### config.mk
export PLATFORM = sky130hd
export DESIGN_NAME = maxpool_window_gen
export DESIGN_NICKNAME = d
export VERILOG_FILES = /design/src/rtl/maxpool_window_gen.sv
export SDC_FILE = /design/constraint.sdc
export NUM_CORES = 2
export LEC_CHECK = 0
export CAP_MARGIN = 0
export CORE_ASPECT_RATIO = 2
export CORE_MARGIN = 3
export CORE_UTILIZATION = 60
export CTS_CLUSTER_DIAMETER = 50
export DETAILED_ROUTE_END_ITERATION = 12
export HOLD_SLACK_MARGIN = 0.03
export MAX_ROUTING_LAYER = met4
export PLACE_DENSITY = 0.79
export SLEW_MARGIN = 20
export SYNTH_ARGS = -nofsm -noshare
export SYNTH_HDL_FRONTEND = slang
export SYNTH_SLANG_ARGS = --single-unit
### constraint.sdc
create_clock -name clk -period 6.7 [get_ports clk]
set_input_delay 1.34 -clock clk [delete_from_list [all_inputs] [get_ports clk]]
set_output_delay 1.34 -clock clk [all_outputs]
set_load 0.02 [all_outputs]
### src/rtl/maxpool_window_gen.sv
// Streaming 3x3 window generator for max pooling: two line buffers plus a
// 3x3 register window, emitting one window per stride position in raster order.
module maxpool_window_gen #(
    parameter int DATA_WIDTH = 32,
    parameter int IMG_WIDTH  = 28,
    parameter int IMG_HEIGHT = 28,
    parameter int STRIDE     = 2
) (
    input  logic                  clk,
    input  logic                  rst,
    input  logic [DATA_WIDTH-1:0] Data_In,
    input  logic                  Valid_In,
    output logic [DATA_WIDTH-1:0] Data_Out0,
    output logic [DATA_WIDTH-1:0] Data_Out1,
    output logic [DATA_WIDTH-1:0] Data_Out2,
    output logic [DATA_WIDTH-1:0] Data_Out3,
    output logic [DATA_WIDTH-1:0] Data_Out4,
    output logic [DATA_WIDTH-1:0] Data_Out5,
    output logic [DATA_WIDTH-1:0] Data_Out6,
    output logic [DATA_WIDTH-1:0] Data_Out7,
    output logic [DATA_WIDTH-1:0] Data_Out8,
    output logic                  Valid_Out,
    output logic                  Frame_Done
);

    localparam int CW = $clog2(IMG_WIDTH);
    localparam int RW = $clog2(IMG_HEIGHT);
    localparam logic [CW-1:0] COL_LAST = CW'(IMG_WIDTH - 1);
    localparam logic [RW-1:0] ROW_LAST = RW'(IMG_HEIGHT - 1);
    localparam logic [1:0]    PH_LAST  = 2'(STRIDE - 1);

    logic [CW-1:0] col;
    logic [RW-1:0] row;
    logic [1:0]    col_ph;
    logic [1:0]    row_ph;

    logic [DATA_WIDTH-1:0] lb0 [IMG_WIDTH];
    logic [DATA_WIDTH-1:0] lb1 [IMG_WIDTH];
    logic [DATA_WIDTH-1:0] win [3][3];

    logic       col_ok;
    logic       row_ok;
    logic [1:0] col_ph_cur;
    logic [1:0] row_ph_cur;
    logic       col_end;
    logic       frame_end;
    logic       win_valid;

    function automatic logic [1:0] ph_next(input logic [1:0] p);
        return (p == PH_LAST) ? 2'd0 : p + 2'd1;
    endfunction

    // The phase is forced to zero at index 2 so each row/frame restarts the stride grid.
    always_comb begin
        col_ok     = (col >= CW'(2));
        row_ok     = (row >= RW'(2));
        col_ph_cur = (col == CW'(2)) ? 2'd0 : col_ph;
        row_ph_cur = (row == RW'(2)) ? 2'd0 : row_ph;
        col_end    = (col == COL_LAST);
        frame_end  = col_end && (row == ROW_LAST);
        win_valid  = col_ok && row_ok && (col_ph_cur == 2'd0) && (row_ph_cur == 2'd0);
    end

    always_ff @(posedge clk) begin
        if (rst) begin
            col        <= '0;
            row        <= '0;
            col_ph     <= '0;
            row_ph     <= '0;
            Valid_Out  <= 1'b0;
            Frame_Done <= 1'b0;
        end else begin
            Valid_Out  <= Valid_In && win_valid;
            Frame_Done <= Valid_In && frame_end;
            if (Valid_In) begin
                if (col_ok) col_ph <= ph_next(col_ph_cur);
                if (col_end) begin
                    col <= '0;
                    if (row_ok) row_ph <= ph_next(row_ph_cur);
                    row <= (row == ROW_LAST) ? '0 : row + RW'(1);
                end else begin
                    col <= col + CW'(1);
                end
            end
        end
    end

    // Line buffers hold no reset: rows 0 and 1 of every frame refill them before use.
    always_ff @(posedge clk) begin
        if (Valid_In) begin
            lb1[col] <= lb0[col];
            lb0[col] <= Data_In;
        end
    end

    always_ff @(posedge clk) begin
        if (rst) begin
            for (int r = 0; r < 3; r++) begin
                for (int c = 0; c < 3; c++) begin
                    win[r][c] <= '0;
                end
            end
        end else if (Valid_In) begin
            for (int r = 0; r < 3; r++) begin
                win[r][0] <= win[r][1];
                win[r][1] <= win[r][2];
            end
            win[0][2] <= lb1[col];
            win[1][2] <= lb0[col];
            win[2][2] <= Data_In;
        end
    end

    assign Data_Out0 = win[0][0];
    assign Data_Out1 = win[0][1];
    assign Data_Out2 = win[0][2];
    assign Data_Out3 = win[1][0];
    assign Data_Out4 = win[1][1];
    assign Data_Out5 = win[1][2];
    assign Data_Out6 = win[2][0];
    assign Data_Out7 = win[2][1];
    assign Data_Out8 = win[2][2];

endmodule

==> flow_summary_export.csv <==
group,metric,value,unit
run_status,status,"complete, no violations",
logic_synthesis,post_synth.cell_area_avg,20.7,sq um
hold_path,worst_hold_path.endpoint,"row_ph[1]",
timing,hold_viol_final,0,
power,pwr_density_cell,297,nW/um^2
finish,layout_commonest_cell,"edfxtp_1",
die,row_count,189,
drt,drt.antenna.violating_nets,0,
drt,dr.pass1.iters,8,
grt,grt_pass1_vias,42100,
placement,dpl.cell_count,5812,
setup_path,crit_fanout,47,
timing,fin_crit_sh,0.608,
hold_path,hold_start,"row_ph[1]",
clock_network,cts_inserted_buffers,169,
logic_synthesis,ys_types,55,
drt,route.detailed.drc,0,
logic_synthesis,synth_edf_count,2080,
die,die_h,524,um
die,coreArea,133000,sq um
finish,fin_nets,4305,
logic_synthesis,async_reset_ff_frac,0,
clock_network,worstSkewPairLatency,0.82,ns
setup_path,start_kind,"flop",
grt,antenna_found_initial,8,
logic_synthesis,ys_ff_latch,2101,
power,irDropWorstVdd,0.235,mV
drt,wl_met1,66.7,mm
setup_path,cp.required,6.95,ns
die,initial_core_util,0.605,
timing,rsz0062_at_grt,"false",
finish,mostFrequentLayoutCells,"edfxtp_1, mux4_2, mux2i_1",
clock_network,cts_tree,"yes",
timing,fin_crit,4.08,ns
setup_path,r2r_cells,6,
logic_synthesis,synth_warnings,0,
timing,fin_skew,0.0381,ns
timing,slew_violations,0,
die,die_area,139000,sq um
logic_synthesis,syn_area,80400,sq um
clock_network,postCtsHoldBufs,0,
hold_path,holdPathStages,1,
power,design_power_total,27100,uW
placement,finalWeightedCongestion,0.835,
drt,route.met2.wl,104,mm
timing,relSlewSlack,0.245,
die,io_pins,325,
grt,grt_max_degree,122,
finish,seq_area,62900,sq um
timing,setup_viol,0,
setup_path,crit_type,"reg2reg",
logic_synthesis,ys_seq_area_frac,0.782,
placement,dpl.hpwl,115,mm
clock_network,ctsResizeCount,0,
finish,fillers,8000,
setup_path,r2r_end,"lb1[22][31]",
logic_synthesis,syn_nets,3924,
timing,clock.fmax,0.245,GHz
drt,wl,199,mm
timing,setup_slack,2.62,ns
drt,routedWlPerCell,32.5,um
setup_path,reg2reg_slack,2.62,ns
drt,vias_per_cell,6.67,
clock_network,clockBufferDepth,3,
finish,syn2layout_area_growth,13.6,%
logic_synthesis,synth_ff_type,"edfxtp_1",
placement,pre_cts_ws,2.15,ns
finish,drive_gt1_frac,0.186,
grt,grt_usage,0.300,
clock_network,htreeDepth,4,
placement,io_buffers,324,
logic_synthesis,syn_inst,3883,
clock_network,clkTransAtPathRegs,0.07,ns
drt,num_vias,40900,
clock_network,root_buffer,"clkbuf_16",
setup_path,critical_path.endpoint_type,"flop",
finish,stdcell_count,6131,
timing,tightestPinTransition,1.13,ns
die,die_x,265,um
power,p_leak,0.0291,uW
hold_path,hold_path.class,"reg2reg",
run,max_cap_violations,0,
clock_network,clock_sinks,2101,
setup_path,worst_ep_arrival_time,4.33,ns
finish,multi_input_area,16400,sq um
grt,grt_pass1_wl,288,mm
drt,wl_met3,18.1,mm
grt,grt_overflow,0,
clock_network,post-cts-setup-buffers,0,
drt,drt-initial-drc-count,5063,
drt,routed.top_layer,"met4",
timing,fin_tns_setup,0,ns
[sequential cells by signal, summed over array words and instances (netlist names), named ones only]
signal      flops
lb1           896
Frame_Done      1
win           288
col             5
Valid_Out       1
row_ph          2
col_ph          2
row             5
lb0           896
[stage by stage]
stage | cell area (sq um) | hold WS, ns | utilization
after floorplan | 80400 | 0.456 | -
after global placement | 85500 | 0.463 | 0.643
after detailed placement | 85600 | 0.469 | 0.644
after CTS | 91400 | 0.478 | 0.688
after global routing | 91400 | 0.491 | 0.688
final | 91400 | 0.476 | 0.688
[area by class of cell]
| class | count | area share |
|---|---|---|
| flip-flops and latches | 2101 | 0.688 |
| well taps | 1719 | 0.0235 |
| clock inverters | 118 | 0.0150 |
| repair buffers | 426 | 0.0449 |
| clock buffers | 194 | 0.0484 |
| multi-input cells | 1558 | 0.179 |
| diodes | 7 | 0.000192 |
| inverters | 8 | 0.000356 |
[metal layers]
metal | track usage | vias up
met3 | 0.0591 | 605
li1 | - | 16600
met2 | 0.502 | 2668
met1 | 0.354 | 21000
met5 | - | -
met4 | 0.142 | 0
[worst max-delay path, cell delays in order, from the launching register on]
cell     delay (ns)
dfxtp_4        0.66
buf_4          0.78
buf_4          0.77
mux2i_1        0.30
a22oi_1        0.10
nand3_1        0.14
nand3_1        0.72
[synth_stat cells (7+ instances only)]
master | instances | area [sq um]
a2111oi_2 | 9 | 135
a211oi_1 | 19 | 143
a21boi_0 | 12 | 90.1
a21o_1 | 7 | 52.6
a21oi_1 | 36 | 180
a221oi_1 | 35 | 307
a22oi_1 | 88 | 661
a31o_2 | 16 | 140
a31oi_1 | 28 | 175
and2_1 | 251 | 1570
and3_1 | 37 | 231
buf_2 | 44 | 220
buf_4 | 38 | 285
buf_6 | 37 | 417
clkbuf_1 | 85 | 319
dfxtp_1 | 21 | 420
edfxtp_1 | 2080 | 62500
inv_1 | 7 | 26.3
mux2i_1 | 310 | 3100
mux4_2 | 323 | 7270
nand2_1 | 133 | 499
nand3_1 | 65 | 325
nor2_1 | 23 | 86.3
nor2b_1 | 16 | 100
o211ai_1 | 20 | 150
o21ai_0 | 23 | 115
o21ai_1 | 44 | 220
[worst max path at each step]
stage / from / to / depth (start not counted) / slack, ns
final: flop / lb1[22][31] / 6 / 2.62
after detailed placement: Valid_In / lb0[13][4] / 5 / 2.15
after global routing: flop / lb1[18][31] / 6 / 2.36
after floorplan: Valid_In / win[0][0] / 2 / 1.07
after global placement: Valid_In / lb1[15][4] / 5 / 2.14
after CTS: flop / lb1[3][3] / 6 / 2.36
[kinds of logic (layout without fill, tap and decap cells)]
group                      count (synthesis)  count (layout)  synth area share
DFF                                     2101            2101             0.782
buffers and inverters                    224             746            0.0176
xor gates and xnor gates                   1               1          0.000109
other                                      0               7                 0
muxes                                    638             638             0.130
AOI/OAI and AO/OA                        359             359            0.0324
adders and majority gates                  6               6          0.000933
and+or+nand+nor                          554             554            0.0374
[where the power goes]
part	switching [uW]	internal [uW]
registers	107	14800
clock network	4670	5700
logic	1170	655
Note: power is estimated with default switching activity, not from simulation.
